File: config.mk
export PLATFORM = sky130hd
export DESIGN_NAME = mem_bus_responder
export DESIGN_NICKNAME = d
export VERILOG_FILES = /design/src/rtl/mem_bus_responder_pkg.sv /design/src/rtl/mem_bus_responder_lsu_align.sv /design/src/rtl/mem_bus_responder.sv
export SDC_FILE = /design/constraint.sdc
export NUM_CORES = 1
export LEC_CHECK = 0
export BUFFER_PORTS_ARGS = -buffer_cell sky130_fd_sc_hd__clkbuf_2
export CORE_UTILIZATION = 30
export CTS_CLUSTER_DIAMETER = 80
export DETAILED_ROUTE_END_ITERATION = 8
export SLEW_MARGIN = 20
export SYNTH_ARGS = -nofsm -noshare
export SYNTH_HDL_FRONTEND = slang
export SYNTH_SLANG_ARGS = --single-unit
File: constraint.sdc
create_clock -name iCLK -period 4.5 [get_ports iCLK]
set_input_delay 1.35 -clock iCLK [delete_from_list [all_inputs] [get_ports iCLK]]
set_output_delay 1.35 -clock iCLK [all_outputs]
set_load 0.01 [all_outputs]
File: src/rtl/mem_bus_responder_pkg.sv
// Shared encodings for the memory responder: FSM states, funct3 access codes and
// the request legality rule used at accept time.
package mem_bus_responder_pkg;

  typedef enum logic [2:0] {
    ST_MEM_IDLE  = 3'd0,
    ST_MEM_RD    = 3'd1,
    ST_MEM_WAIT  = 3'd2,
    ST_MEM_MERGE = 3'd3,
    ST_MEM_WR    = 3'd4,
    ST_MEM_DONE  = 3'd5,
    ST_MEM_ERR   = 3'd6
  } mem_state_e;

  localparam logic [2:0] FUNCT3_LB  = 3'b000;
  localparam logic [2:0] FUNCT3_LH  = 3'b001;
  localparam logic [2:0] FUNCT3_LW  = 3'b010;
  localparam logic [2:0] FUNCT3_LBU = 3'b100;
  localparam logic [2:0] FUNCT3_LHU = 3'b101;
  localparam logic [2:0] FUNCT3_SB  = 3'b000;
  localparam logic [2:0] FUNCT3_SH  = 3'b001;
  localparam logic [2:0] FUNCT3_SW  = 3'b010;

  // Loads and stores share funct3 codes, so legality depends on the direction.
  function automatic logic req_illegal(input logic       rd,
                                       input logic       wr,
                                       input logic [1:0] lane,
                                       input logic [2:0] f3);
    logic bad;
    bad = 1'b0;
    if (rd && wr) begin
      bad = 1'b1;
    end else if (wr) begin
      case (f3)
        FUNCT3_SB: bad = 1'b0;
        FUNCT3_SH: bad = lane[0];
        FUNCT3_SW: bad = |lane;
        default:   bad = 1'b1;
      endcase
    end else begin
      case (f3)
        FUNCT3_LB, FUNCT3_LBU: bad = 1'b0;
        FUNCT3_LH, FUNCT3_LHU: bad = lane[0];
        FUNCT3_LW:             bad = |lane;
        default:               bad = 1'b1;
      endcase
    end
    return bad;
  endfunction

endpackage

File: src/rtl/mem_bus_responder_lsu_align.sv
// Combinational lane logic: extracts/extends a load from an SRAM word and merges
// store bytes/halves into the previously read word.
module lsu_align
  import mem_bus_responder_pkg::*;
(
  input  logic [31:0] i_word,
  input  logic [31:0] i_store,
  input  logic [1:0]  i_lane,
  input  logic [2:0]  i_funct3,
  output logic [31:0] o_load,
  output logic [31:0] o_merged
);

  logic [7:0]  w_byte;
  logic [15:0] w_half;

  always_comb begin
    case (i_lane)
      2'd0:    w_byte = i_word[7:0];
      2'd1:    w_byte = i_word[15:8];
      2'd2:    w_byte = i_word[23:16];
      default: w_byte = i_word[31:24];
    endcase
    w_half = i_lane[1] ? i_word[31:16] : i_word[15:0];
  end

  always_comb begin
    case (i_funct3)
      FUNCT3_LB:  o_load = {{24{w_byte[7]}}, w_byte};
      FUNCT3_LBU: o_load = {24'd0, w_byte};
      FUNCT3_LH:  o_load = {{16{w_half[15]}}, w_half};
      FUNCT3_LHU: o_load = {16'd0, w_half};
      default:    o_load = i_word;
    endcase
  end

  always_comb begin
    o_merged = i_store;
    if (i_funct3 == FUNCT3_SB) begin
      o_merged = i_word;
      case (i_lane)
        2'd0:    o_merged[7:0]   = i_store[7:0];
        2'd1:    o_merged[15:8]  = i_store[7:0];
        2'd2:    o_merged[23:16] = i_store[7:0];
        default: o_merged[31:24] = i_store[7:0];
      endcase
    end else if (i_funct3 == FUNCT3_SH) begin
      o_merged = i_word;
      if (i_lane[1]) o_merged[31:16] = i_store[15:0];
      else           o_merged[15:0]  = i_store[15:0];
    end
  end

endmodule

File: src/rtl/mem_bus_responder.sv
// Memory-side responder: one load/store per request against a word-wide synchronous
// SRAM with LATENCY read wait-states; SB/SH are done as read-modify-write.
//   state | meaning
//   IDLE  | waiting for iMemRead/iMemWrite
//   RD    | SRAM read strobe, wait counter loaded
//   WAIT  | LATENCY cycles, read word captured on the last one
//   MERGE | load extract/extend, or store byte/half merge
//   WR    | SRAM write strobe
//   DONE  | oReady pulse (with oError for an illegal request)
//   ERR   | illegal request, no SRAM access
module mem_bus_responder
  import mem_bus_responder_pkg::*;
#(
  parameter int ADDR_W  = 12,
  parameter int LATENCY = 1
) (
  input  logic              iCLK,
  input  logic              iRST_N,
  input  logic              iMemRead,
  input  logic              iMemWrite,
  input  logic [31:0]       iAddress,
  input  logic [31:0]       iWriteData,
  input  logic [2:0]        iFunct3,
  output logic [31:0]       oReadData,
  output logic              oReady,
  output logic              oError,
  output logic              oBusy,
  output logic [ADDR_W-1:0] oSramAddr,
  output logic [31:0]       oSramWData,
  output logic              oSramWE,
  output logic              oSramRE,
  input  logic [31:0]       iSramRData,
  output logic [2:0]        oState
);

  localparam logic [3:0] LP_WAIT_LOAD = 4'(LATENCY - 1);

  mem_state_e        r_state, w_next;
  logic              w_req, w_illegal, w_to_wr, w_unused;
  logic [3:0]        r_cnt;
  logic [1:0]        r_lane;
  logic [2:0]        r_funct3;
  logic              r_is_write, r_err;
  logic [31:0]       r_store, r_word, r_read_data, r_sram_wdata;
  logic [ADDR_W-1:0] r_sram_addr;
  logic [31:0]       w_load, w_merged;

  assign w_req     = iMemRead | iMemWrite;
  assign w_illegal = req_illegal(iMemRead, iMemWrite, iAddress[1:0], iFunct3);
  assign w_to_wr   = iMemWrite & (iFunct3 == FUNCT3_SW);
  assign w_unused  = ^iAddress[31:ADDR_W+2];

  always_ff @(posedge iCLK or negedge iRST_N) begin
    if (!iRST_N) r_state <= ST_MEM_IDLE;
    else         r_state <= w_next;
  end

  always_comb begin
    w_next  = r_state;
    oReady  = 1'b0;
    oError  = 1'b0;
    oSramWE = 1'b0;
    oSramRE = 1'b0;
    case (r_state)
      ST_MEM_IDLE: begin
        if (w_req) begin
          if (w_illegal)    w_next = ST_MEM_ERR;
          else if (w_to_wr) w_next = ST_MEM_WR;
          else              w_next = ST_MEM_RD;
        end
      end
      ST_MEM_RD: begin
        oSramRE = 1'b1;
        w_next  = ST_MEM_WAIT;
      end
      ST_MEM_WAIT: begin
        if (r_cnt == 4'd0) w_next = ST_MEM_MERGE;
      end
      ST_MEM_MERGE: begin
        w_next = r_is_write ? ST_MEM_WR : ST_MEM_DONE;
      end
      ST_MEM_WR: begin
        oSramWE = 1'b1;
        w_next  = ST_MEM_DONE;
      end
      ST_MEM_DONE: begin
        oReady = 1'b1;
        oError = r_err;
        w_next = ST_MEM_IDLE;
      end
      ST_MEM_ERR: begin
        w_next = ST_MEM_DONE;
      end
      default: w_next = ST_MEM_IDLE;
    endcase
  end

  always_ff @(posedge iCLK or negedge iRST_N) begin
    if (!iRST_N) begin
      r_cnt        <= 4'd0;
      r_lane       <= 2'd0;
      r_funct3     <= 3'd0;
      r_is_write   <= 1'b0;
      r_err        <= 1'b0;
      r_store      <= 32'd0;
      r_word       <= 32'd0;
      r_read_data  <= 32'd0;
      r_sram_wdata <= 32'd0;
      r_sram_addr  <= '0;
    end else begin
      if (r_state == ST_MEM_IDLE && w_req) begin
        r_lane      <= iAddress[1:0];
        r_funct3    <= iFunct3;
        r_is_write  <= iMemWrite;
        r_err       <= w_illegal;
        r_store     <= iWriteData;
        r_sram_addr <= iAddress[ADDR_W+1:2];
        // SW skips the read/merge path, so its word is staged right away.
        if (w_to_wr && !w_illegal) r_sram_wdata <= iWriteData;
      end
      if (r_state == ST_MEM_RD) r_cnt <= LP_WAIT_LOAD;
      if (r_state == ST_MEM_WAIT) begin
        if (r_cnt == 4'd0) r_word <= iSramRData;
        else               r_cnt  <= r_cnt - 4'd1;
      end
      if (r_state == ST_MEM_MERGE) begin
        if (r_is_write) r_sram_wdata <= w_merged;
        else            r_read_data  <= w_load;
      end
    end
  end

  lsu_align u_align (
    .i_word   (r_word),
    .i_store  (r_store),
    .i_lane   (r_lane),
    .i_funct3 (r_funct3),
    .o_load   (w_load),
    .o_merged (w_merged)
  );

  assign oBusy      = (r_state != ST_MEM_IDLE);
  assign oReadData  = r_read_data;
  assign oSramAddr  = r_sram_addr;
  assign oSramWData = r_sram_wdata;
  assign oState     = r_state;

endmodule

=== Word level (Yosys, flattened, before mapping) ===
Index checks and enable logic that the tools add are counted.
Widths: inputs -> output; s select.

* Add/sub/neg operators: 1
* Eq/ne operators: 17
* Mux-type cells: 32
* Bitwise operators: 3
* Reduce and logical (&&, ||, !) cells: 18

{| class="wikitable"
|+ Operators by type and width
! kind !! number
|-
| $mux 32 || 6
|-
| $pmux 32 s4 || 1
|-
| $mux 16 || 3
|-
| $mux 8 || 4
|-
| $pmux 8 s3 || 1
|-
| $eq 3x3->1 const B || 7
|-
| $pmux 3 s5 || 1
|-
| $mux 3 || 4
|-
| $mux 4 || 3
|-
| $eq 3x1->1 const B || 3
|-
| $eq 3x2->1 const B || 3
|-
| $logic_not 3->1 || 3
|-
| $reduce_or 2->1 || 4
|-
| $mux 1 || 7
|-
| $pmux 1 s3 || 2
|-
| $reduce_and 2->1 || 3
|-
| $logic_not 4->1 || 1
|-
| $ne 2x2->1 const B || 2
|-
| $sub 4x1->4 const B || 1
|-
| $logic_and 1x1->1 || 3
|-
| $reduce_bool 3->1 || 1
|-
| $reduce_or 3->1 || 1
|-
| $eq 2x1->1 const B || 1
|-
| $eq 2x2->1 const B || 1
|-
| other kinds (5) || 5
|}

* Register bits after elaboration: 154
* Input bits: 103
* Output and inout port bits: 84
* Word-level logic and storage cells: 82

=== Logic depth before layout (Yosys ltp) ===
Gate-level depths: netlist of the first run.

* Depth in word-level cells: 11
* Depth in mapped cells: 7

=== Cells and area by module ===
From an unflattened synthesis of the first run, not the netlist that was laid out.

* Cell total of the unflattened synthesis: 672
* Area total of the unflattened synthesis: 7997.7 µm²

{| class="wikitable"
|+ Modules (own cells, without submodules)
! module !! instances !! cells an instance !! area each (µm²)
|-
| mem_bus_responder || 1 || 449 || 6427.4
|-
| lsu_align || 1 || 223 || 1570.3
|}

=== Worst setup path after synthesis of the first run ===
OpenSTA, ideal clock, no wires.

* Path kind: register -> output
* From: register r_state[0], in the netlist oState[0]
* To: output oError
* Data arrival time: 1.221 ns
* Data required time: 3.150 ns
* Setup slack: 1.929 ns
* Stages on the path, launching flop included: 5
* Path buffers: 2
* Path through: dfrtp_1 buf_6 clkbuf_1 and3_1 and2_1

* Longest elaborated chain between the ends: 2

{| class="wikitable"
|+ RTL lines
! item !! line !! text
|-
| from (decl) || mem_bus_responder.sv:38 || <nowiki>mem_state_e r_state, w_next;</nowiki>
|-
| from (signal assigned) || mem_bus_responder.sv:55 || <nowiki>else r_state <= w_next;</nowiki>
|-
| $eq 3x3->1 || mem_bus_responder.sv:64 || <nowiki>case (r_state)</nowiki>
|-
| $mux 1 || mem_bus_responder.sv:64 ||
|-
| to (decl) || mem_bus_responder.sv:26 || <nowiki>output logic oError,</nowiki>
|}

No other way between the ends.

=== Final worst setup path of the first run ===
* From: register r_state[1], in the netlist oState[1]
* To: output oError

Same word-level chain as after synthesis.

==> summary.txt, run 1 <==
Clock network
  • TritonCTS Buffers: 17
  • Post-CTS Setup Inserts: 0
  • Clock Tree Root: clkbuf_16
  • TritonCTS clock tree: yes
  • Cts repair resizes: 0
  • CTS H-tree lvls: 4
  • Max Root-Sink Buffers: 2
  • # clock sinks: roughly 150
  • Clk_lat worst skew: approximately 0.43 ns
  • Clock slew at reported path FFs: 0.07 ns
  • CTS Hold Bufs: 0

Pwr
  • Pwr dens: between 700 and 800 mW/mm^2
  • Total power: slightly above 0.007 W
  • IR drop worst, VDD: about 0.31 mV
  • Leakage: about 4.2 nW

Placement
  • GP Congestion: 0.827
  • DP Wirelength: around 16000 um
  • Placed instance area: 0.00868 mm^2
  • I/O Buffers: roughly 170

STA
  • Fin. Hold Viols: 0
  • Setup TNS Final: 0 ns
  • Hold WS: about 0.48 ns
  • Fmax: 327 MHz
  • Worst Clk Skew: 0.0115 ns
  • Max transition margin: approximately 34%
  • Endpoints failing setup: 0
  • Slew Limit Fails: 0
  • Slew at the pin closest to its max-slew limit: about 0.98 ns
  • Crit path time final: between 3 and 4 ns
  • RSZ-0062 raised after global routing: false
  • Final worst path period share: 67.9%

Yosys
  • Yosys reg bits: roughly 150
  • Syn_area_per_cell: 11.5 um^2
  • Synth top cells by count: dfrtp_1, mux2_2, mux2i_1, o21ai_0, nand2_1
  • Synth top area share: 50.4%
  • Most common cell in the synthesized netlist: dfrtp_1
  • Netlist cell types: between 50 and 60
  • Synthesized Nets: 767
  • Area leader, netlist: dfrtp_1
  • EDFF count, synth: 0
  • YS warnings: 0
  • Synth area leaders: dfrtp_1, mux2_2, mux2i_1, o21ai_0, nand2_1
  • Sequential-to-total area share from yosys stat: approximately 50%
  • Synthesized instance count: between 600 and 700
  • Ys async rst share: 100%
  • Cell Area, Synth: 0.00765 mm^2
  • Dominant synthesized flop cell: dfrtp_1

Drt
  • WL met3: 1420 um
  • Via Count: between 5000 and 6000
  • Vias per cell: slightly above 5
  • Final WL: ~23000 um
  • DRT iter0 DRCs: ~440
  • Metal-1 WL: between 10000 and 15000 um
  • DRC viols: 0
  • Met2 wire length: ~11000 um
  • Drt pass-1 iters: 5
  • Avg WL per Cell: a little under 20 um
  • Routed Antenna Nets: 0
  • Top Layer Used: met4

Global route
  • Gr ovfl total: 0
  • Gr usage total: 17.6%
  • First-pass GRT wire length: 34600 um
  • Vias in the first global route: roughly 5700
  • Initial antenna violation count: 2
  • Largest net degree at the start of global routing: between 60 and 70

Die
  • Die width: between 150 and 200 um
  • Placement Rows: just under 60
  • Initial Utilization: 30.5%
  • Io pins: between 150 and 200
  • Core Region: 0.0251 mm^2
  • Die Height: between 150 and 200 um
  • Die area: 0.0261 mm^2

Cells and area
  • Area grow syn2layout: 22.0%
  • Layout cell share with drive strength beyond 1: between 30% and 40%
  • Fin nets: about 900
  • Fin area: about 0.0093 mm^2

Min path
  • Min-Delay Path Class: flop to flop
  • Worst hold start: oReadData[7]

Flow run
  • Max-cap violations: 0

Setup path
  • Crit Path Category: flop to primary output
  • Kind of end point of the critical path: primary output
  • Worst EP required: 3.15 ns
  • Worst-path maximum fanout: 15
  • Critical path startpoint: oState[1]
  • Startpoint Class: flop
  • Worst path arrival time: 1.70 ns
  • RR Startpoint: oState[0]

Outcome
  • Status: completed
-- kinds of logic (layout without fill, tap and decap cells) --
logic type	count (synthesis)	after routing	synth area share (%)
AOI/OAI and AO/OA	186	186	15.8
DFF	154	154	50.4
muxes	140	140	19.8
and+or+nand+nor	123	123	8.88
buffers and inverters	57	218	4.78
xor gates and xnor gates	2	2	0.229
adders and majority gates	1	1	0.164
other	0	1	0
-- path summary, 6_finish.rpt --
path	end	slack, ns	cells past startpoint
max	oError	1.45	4
min	oReadData[7]	0.48	2
max reg2reg	oReadData[16]	1.96	5
min reg2reg	oReadData[7]	0.48	2
max in group asynchronous	oSramAddr[8]	2.76	2
min in group asynchronous	r_word[5]	0.89	1
-- worst max-delay path: stages, from the launching register on --
cell      delay [ns]
dfrtp_1         0.69
inv_1           0.10
and3_1          0.21
and2_1          0.16
clkbuf_2        0.12
-- metal layers --
layer	vias to the layer above	global-route usage, %
met5	-	0
met4	0	6.39
met3	26	4.44
met2	192	27.2
met1	2936	23.8
li1	2751	-
-- layout make-up --
| class | instances | area, um^2 |
|---|---|---|
| diodes | 1 | 2.50 |
| inverters | 8 | 30.0 |
| repair buffers | 178 | 947 |
| clock buffers | 22 | 464 |
| well taps | 330 | 413 |
| clock inverters | 10 | 189 |
| flip-flops and latches | 154 | 3850 |
| fillers | 2551 | 15800 |
| multi-input cells | 452 | 3430 |
-- stage by stage --
step           setup slack [ns]  util [%]  instances
2_1_floorplan              1.93         -        663
3_3_place_gp               1.66      34.6       1122
3_5_place_dp               1.65      34.6       1122
4_1_cts                    1.43      37.2       1154
5_1_grt                    1.27      37.2       1154
6_report                   1.45      37.2       1155
-- power by group --
part / switching (W) / internal, W / total [W]
combinational: 0.00151 / 0.00131 / 0.00282
clock: 0.000591 / 0.00102 / 0.00161
sequential: 0.000720 / 0.00206 / 0.00278
-- registers in the layout, summed over array words and instances (netlist names) --
name        flops
oReadData      32
oSramAddr      12
oSramWData     32
oState          3
r_cnt           4
r_err           1
r_funct3        3
r_is_write      1
r_lane          2
r_store        32
r_word         32
-- cell usage in the layout (no fill, tap or decap), types with 2 or more instances in the layout --
master,instances
a211oi_1,9
a21oi_1,35
a21oi_2,2
a221oi_1,8
a22oi_1,9
a2bb2oi_1,8
and2_1,2
and3_1,9
buf_12,2
buf_4,8
bufinv_16,5
clkbuf_1,3
clkbuf_16,17
clkbuf_2,167
clkbuf_8,2
clkinvlp_4,4
dfrtp_1,154
inv_1,6
inv_2,2
mux2_2,81
mux2i_1,58
nand2_1,48
nand2b_1,2
nand3_1,4
nand3b_1,8
nor2_1,12
nor2_2,2
nor2b_1,4
nor3_1,12
nor3_4,2
o211ai_1,17
o21ai_0,53
o21ai_1,4
o21ai_2,11
o221ai_1,8
o22ai_1,16
or3_1,7
xnor2_1,2
(Power assumes the default switching activity.)
==> run 2: changes to the inputs <==
- clock period: 4.5 -> 2.7 ns (I/O delays scaled with it)
==> run 2 against run 1 <==
  * Non-clock buffer count grew 8
  * First-iteration DRC count rose by 17%
  * Final area rose by 0.62%
  * Total power grew 66%
  * Global-route usage about the same
  * Combinational power rose by 72%
  * Via count is 1.9% higher
  * Die area did not move
  * Clock skew fell by 0.0023 ns
  * Final cell count is 0.52% higher
  * Clock power rose by 60%
  * Sequential power rose by 64%
  * Critical endpoint unchanged
  * Largest power group unchanged
==> summary.txt, run 2 (synthesis gave the netlist of run 1 again) <==
Global route
  • First-pass GRT wire length: about 35000 um
  • Vias in the first global route: approximately 6000
  • Largest net degree at the start of global routing: 64
  • Gr usage total: 17.6%
  • Gr ovfl total: 0
  • Initial antenna violation count: 1

Clock network
  • TritonCTS Buffers: 17
  • Max Root-Sink Buffers: 2
  • Cts repair resizes: 0
  • Post-CTS Setup Inserts: 0
  • # clock sinks: 154
  • CTS H-tree lvls: 4
  • Clock Tree Root: clkbuf_16
  • TritonCTS clock tree: yes
  • Clk_lat worst skew: about 0.42 ns
  • Clock slew at reported path FFs: 0.06 ns
  • CTS Hold Bufs: 0

Setup path
  • R2R cell count: 4
  • CP Cell Sequence: inv_1 -> and3_1 -> and2_1 -> clkbuf_2
  • RR Startpoint: oState[0]
  • Kind of end point of the critical path: primary output
  • Worst path max stage delay: 0.68 ns
  • Crit-path leading delay family: flip-flops
  • Worst r2r dst: r_word[22]
  • Crit Path Category: flop to primary output
  • Worst-path maximum fanout: 15
  • Worst EP required: approximately 1.9 ns
  • Buf/Inv on CP: 2
  • Critical path's slowest cell: dfrtp_1
  • Worst path arrival time: around 1.7 ns
  • R2r setup slk: roughly 0.51 ns
  • Startpoint Class: flop

Die
  • Core Region: between 0.02 and 0.03 mm^2
  • Die width: roughly 160 um
  • Placement Rows: just under 60
  • Die area: ~0.026 mm^2
  • Io pins: ~190
  • Die Height: 162 um
  • Initial Utilization: between 30% and 40%

Drt
  • Via Count: roughly 6000
  • Final WL: approximately 23000 um
  • Top Layer Used: met5
  • DRT iter0 DRCs: slightly above 500
  • Vias per cell: roughly 5.2
  • WL met3: ~1200 um
  • Routed Antenna Nets: 0
  • DRC viols: 0
  • Avg WL per Cell: just under 20 um
  • Met2 wire length: roughly 11000 um
  • Drt pass-1 iters: 5
  • Metal-1 WL: around 10000 um

Pwr
  • Comb pwr share: between 40% and 50%
  • Cell Int Power: 0.00728 W
  • Total power: between 0.01 and 0.015 W
  • Pwr dens: between 1000 and 1500 mW/mm^2
  • IR drop worst, VDD: about 0.74 mV
  • Sw Share: 39.3%
  • NetSw: roughly 0.0047 W
  • Clock power frac: a little over a fifth
  • Leakage: around 4.3 nW
  • Sequential power share: a little under two fifths

STA
  • Fin. Hold Viols: 0
  • Post-route setup slack: approximately 0.22 ns
  • Endpoints failing setup: 0
  • Slew at the pin closest to its max-slew limit: slightly below 0.9 ns
  • Final worst path period share: 92.0%
  • Slew Limit Fails: 0
  • Setup TNS Final: 0 ns
  • Crit path time final: between 2 and 2.5 ns
  • Fmax: 403 MHz
  • Max transition margin: between 40% and 50%
  • RSZ-0062 raised after global routing: false
  • Worst Clk Skew: 0.00916 ns

Cells and area
  • Most frequent cells in the layout: clkbuf_2, dfrtp_1, mux2_2, mux2i_1, o21ai_0
  • Fin nets: 923
  • Area grow syn2layout: 22.7%
  • Most common cell after layout, fill and taps aside: clkbuf_2
  • Diode count: 0
  • Final Util: 37.4%
  • Layout cell share with drive strength beyond 1: between 30% and 40%

Placement
  • GP Congestion: 0.823
  • Setup WS pre-CTS: approximately 0.43 ns
  • DP Wirelength: between 15000 and 20000 um
  • I/O Buffers: ~170

Outcome
  • Status: completed

Flow run
  • Max-cap violations: 0

Min path
  • Min-Delay Path Class: input port to async pin
run 2: cell types whose count changed in the layout (fill, tap and decap cells not counted):
cell	change
inv_6	-1
bufinv_16	-1
clkinv_4	+4
clkinv_2	+1
buf_12	+2
diode_2	-1
clkbuf_1	-1
clkinvlp_4	-3
buf_4	+6
run 2: routing by layer:
| layer | global-route usage, % | up-vias |
|---|---|---|
| met5 | 0 | - |
| met4 | 5.45 | 2 |
| met3 | 3.37 | 29 |
| met2 | 27.6 | 209 |
| met1 | 24.6 | 2998 |
| li1 | - | 2777 |
run 2: power groups by stage:
stage | Combinational [W] | Clock (W) | Sequential [W]
detailed placement | 0.00488 | 0 | 0.00461
global placement | 0.00481 | 0 | 0.00457
finish | 0.00485 | 0.00257 | 0.00457
CTS | 0.00490 | 0.00261 | 0.00457
floorplan | 0.00329 | 0 | 0.00438
global route | 0.00531 | 0.00271 | 0.00473
run 2: layout make-up:
type                    instances  area (um^2)
fillers                      2569        15700
flip-flops and latches        154         3850
multi-input cells             452         3430
repair buffers                186         1030
clock buffers                  21          460
well taps                     330          413
clock inverters                10          168
inverters                       8         30.0
run 2: metrics by stage:
| stage | std cells | instance area, um^2 | hold slack [ns] |
|---|---|---|---|
| floorplan | 663 | 7650 | 0.472 |
| global placement | 1130 | 8760 | 0.467 |
| detailed placement | 1130 | 8760 | 0.469 |
| CTS | 1161 | 9390 | 0.276 |
| global route | 1161 | 9390 | 0.288 |
| finish | 1161 | 9390 | 0.280 |
run 2: worst max-delay path by stage:
stage	startpoint	depth (start not counted)	slack (ns)	end
3_5_place_dp	iFunct3[2]	6	0.43	oSramWData[21]
5_1_grt	oState[1]	4	0.10	oError
2_1_floorplan	oState[0]	4	0.67	oError
6_report	oState[1]	4	0.22	oError
4_1_cts	oState[1]	4	0.20	oError
3_3_place_gp	iFunct3[2]	6	0.45	oSramWData[12]
==> run 3: changes to the inputs <==
- RECOVER_POWER: not set -> 50
==> run 3 against run 2 <==
  * The run now ends with max-capacitance violations, max-slew violations left
  * Clock skew hardly changed
  * Total power shrank 0.60%
  * Highest routed layer unchanged
  * Routed wire length is 0.21% lower
  * Final area down 0.61%
  * Die area did not move
  * Core utilization decreased by 0.23 points
  * Global-route usage did not move
  * Largest power group unchanged
  * Via count grew 0.17%
  * Worst hold slack better by 0.20 ns
  * Non-clock buffer count unchanged
==> summary.txt, run 3 (synthesis gave the netlist of run 1 again) <==
STA
  • RSZ-0062 raised after global routing: false
  • Slew Limit Fails: 30
  • Setup TNS Final: 0 ns
  • Max transition margin: -30.9%
  • Endpoints failing setup: 0
  • Fmax: around 400 MHz
  • Fin. Hold Viols: 0
  • Slew at the pin closest to its max-slew limit: slightly below 2 ns
  • Crit path time final: between 2 and 2.5 ns
  • Final worst path period share: around nine tenths
  • Worst Clk Skew: between 0.008 and 0.009 ns

Drt
  • Routed Antenna Nets: 0
  • DRC viols: 0
  • Vias per cell: a little over 5
  • Via Count: about 6000
  • Final WL: between 20000 and 25000 um
  • Drt pass-1 iters: 5
  • DRT iter0 DRCs: just over 500
  • Avg WL per Cell: approximately 20 um

Global route
  • Vias in the first global route: 5853
  • Initial antenna violation count: 1
  • Gr ovfl total: 0
  • First-pass GRT wire length: ~35000 um
  • Gr usage total: 17.6%
  • Largest net degree at the start of global routing: 64

Die
  • Placement Rows: 58
  • Die width: about 160 um
  • Die Height: about 160 um
  • Initial Utilization: between 30% and 40%
  • Core Region: roughly 0.025 mm^2
  • Die area: 0.0261 mm^2
  • Io pins: ~190

Clock network
  • TritonCTS Buffers: 17
  • # clock sinks: ~150
  • TritonCTS clock tree: yes
  • Clk_lat worst skew: 0.42 ns
  • Clock Tree Root: clkbuf_16
  • Max Root-Sink Buffers: 2
  • Cts repair resizes: 0
  • CTS H-tree lvls: 4
  • CTS Hold Bufs: 0
  • Clock slew at reported path FFs: around 0.06 ns
  • Post-CTS Setup Inserts: 0

Setup path
  • Worst EP required: 1.89 ns
  • CP Cell Sequence: inv_1 -> and3_1 -> and2_1 -> clkbuf_2
  • R2r setup slk: 0.51 ns
  • Critical path's slowest cell: dfrtp_1
  • R2R cell count: 4
  • Startpoint Class: flop
  • RR Startpoint: oState[0]
  • Kind of end point of the critical path: primary output
  • Worst path max stage delay: around 0.67 ns
  • Worst path arrival time: between 1.5 and 2 ns
  • Worst r2r dst: r_word[22]
  • Crit Path Category: flop to primary output
  • Worst-path maximum fanout: 15

Placement
  • Post-Place Cells: 1130
  • GP Congestion: approximately 0.82
  • Placed instance area: slightly below 0.009 mm^2
  • DP Wirelength: about 16000 um
  • I/O Buffers: between 150 and 200

Cells and area
  • Fin nets: roughly 920
  • Layout cell share with drive strength beyond 1: 34.5%
  • Diode count: 0
  • Final Util: between 30% and 40%
  • Layout Cells excl Fill: between 1000 and 1500
  • Most frequent cells in the layout: dfrtp_1, clkbuf_2, mux2_2, mux2i_1, o21ai_0
  • Most common cell after layout, fill and taps aside: dfrtp_1
  • Area grow syn2layout: 22.0%
  • Fillers: between 2000 and 3000
  • Fin area: a little over 0.009 mm^2

Min path
  • Hold EP: oReadData[7]
  • Cell depth of the worst min-delay path: 2
  • Min-Delay Path Class: flop to flop
  • Worst hold start: oReadData[7]

Outcome
  • Failing checks: max-capacitance violations, max-slew violations
  • Status: complete, but fails checks

Pwr
  • IR drop worst, VDD: about 0.73 mV
  • Pwr dens: ~1300 mW/mm^2
  • Leakage: between 4 and 5 nW

Flow run
  • Max-cap violations: 1
-- run 3: changes by cell type in the layout (fill, tap and decap cells not counted), sizes merged --
cell	delta
buf	-1
clkbuf	+1
-- run 3: per-stage QoR --
stage | power (W) | setup slack, ns | hold WS [ns]
2_1_floorplan | 0.00766 | 0.669 | 0.472
3_3_place_gp | 0.00938 | 0.448 | 0.467
3_5_place_dp | 0.00948 | 0.429 | 0.469
4_1_cts | 0.0121 | 0.203 | 0.276
5_1_grt | 0.0127 | 0.101 | 0.517
6_report | 0.0119 | 0.222 | 0.476
-- run 3: worst max path at each step --
stage	cells past startpoint	endpoint	from
floorplan	4	oError	oState[0]
global placement	6	oSramWData[12]	iFunct3[2]
detailed placement	6	oSramWData[21]	iFunct3[2]
CTS	4	oError	oState[1]
global route	4	oError	oState[1]
finish	4	oError	oState[1]
-- run 3: layout make-up --
cell class              instances  area, um^2  area share, %
repair buffers                186         981           10.5
clock inverters                10         168           1.80
clock buffers                  21         460           4.93
inverters                       8        30.0          0.322
multi-input cells             452        3430           36.7
flip-flops and latches        154        3850           41.3
well taps                     330         413           4.42
-- run 3: critical path, delay by kind of cell, from the launching register on --
kind / cells / cell delay, ns
and+or+nand+nor: 2 / 0.36
buffers and inverters: 2 / 0.22
DFF: 1 / 0.67
-- run 3: routing by layer --
layer  track usage, %  wire length [um]  vias to the layer above
met1             24.6             10400                     2992
met2             27.6             10600                      230
met5                0                13                        -
met3             3.37              1230                       29
li1                 -                 -                     2772
met4             5.45               420                        2
-- run 3: where the power goes --
group	leakage (nW)	internal, W	total, W	switching [W]
clock	0.303	0.00160	0.00257	0.000971
sequential	1.80	0.00343	0.00456	0.00113
combinational	2.09	0.00218	0.00479	0.00261
total	4.19	0.00721	0.0119	0.00471
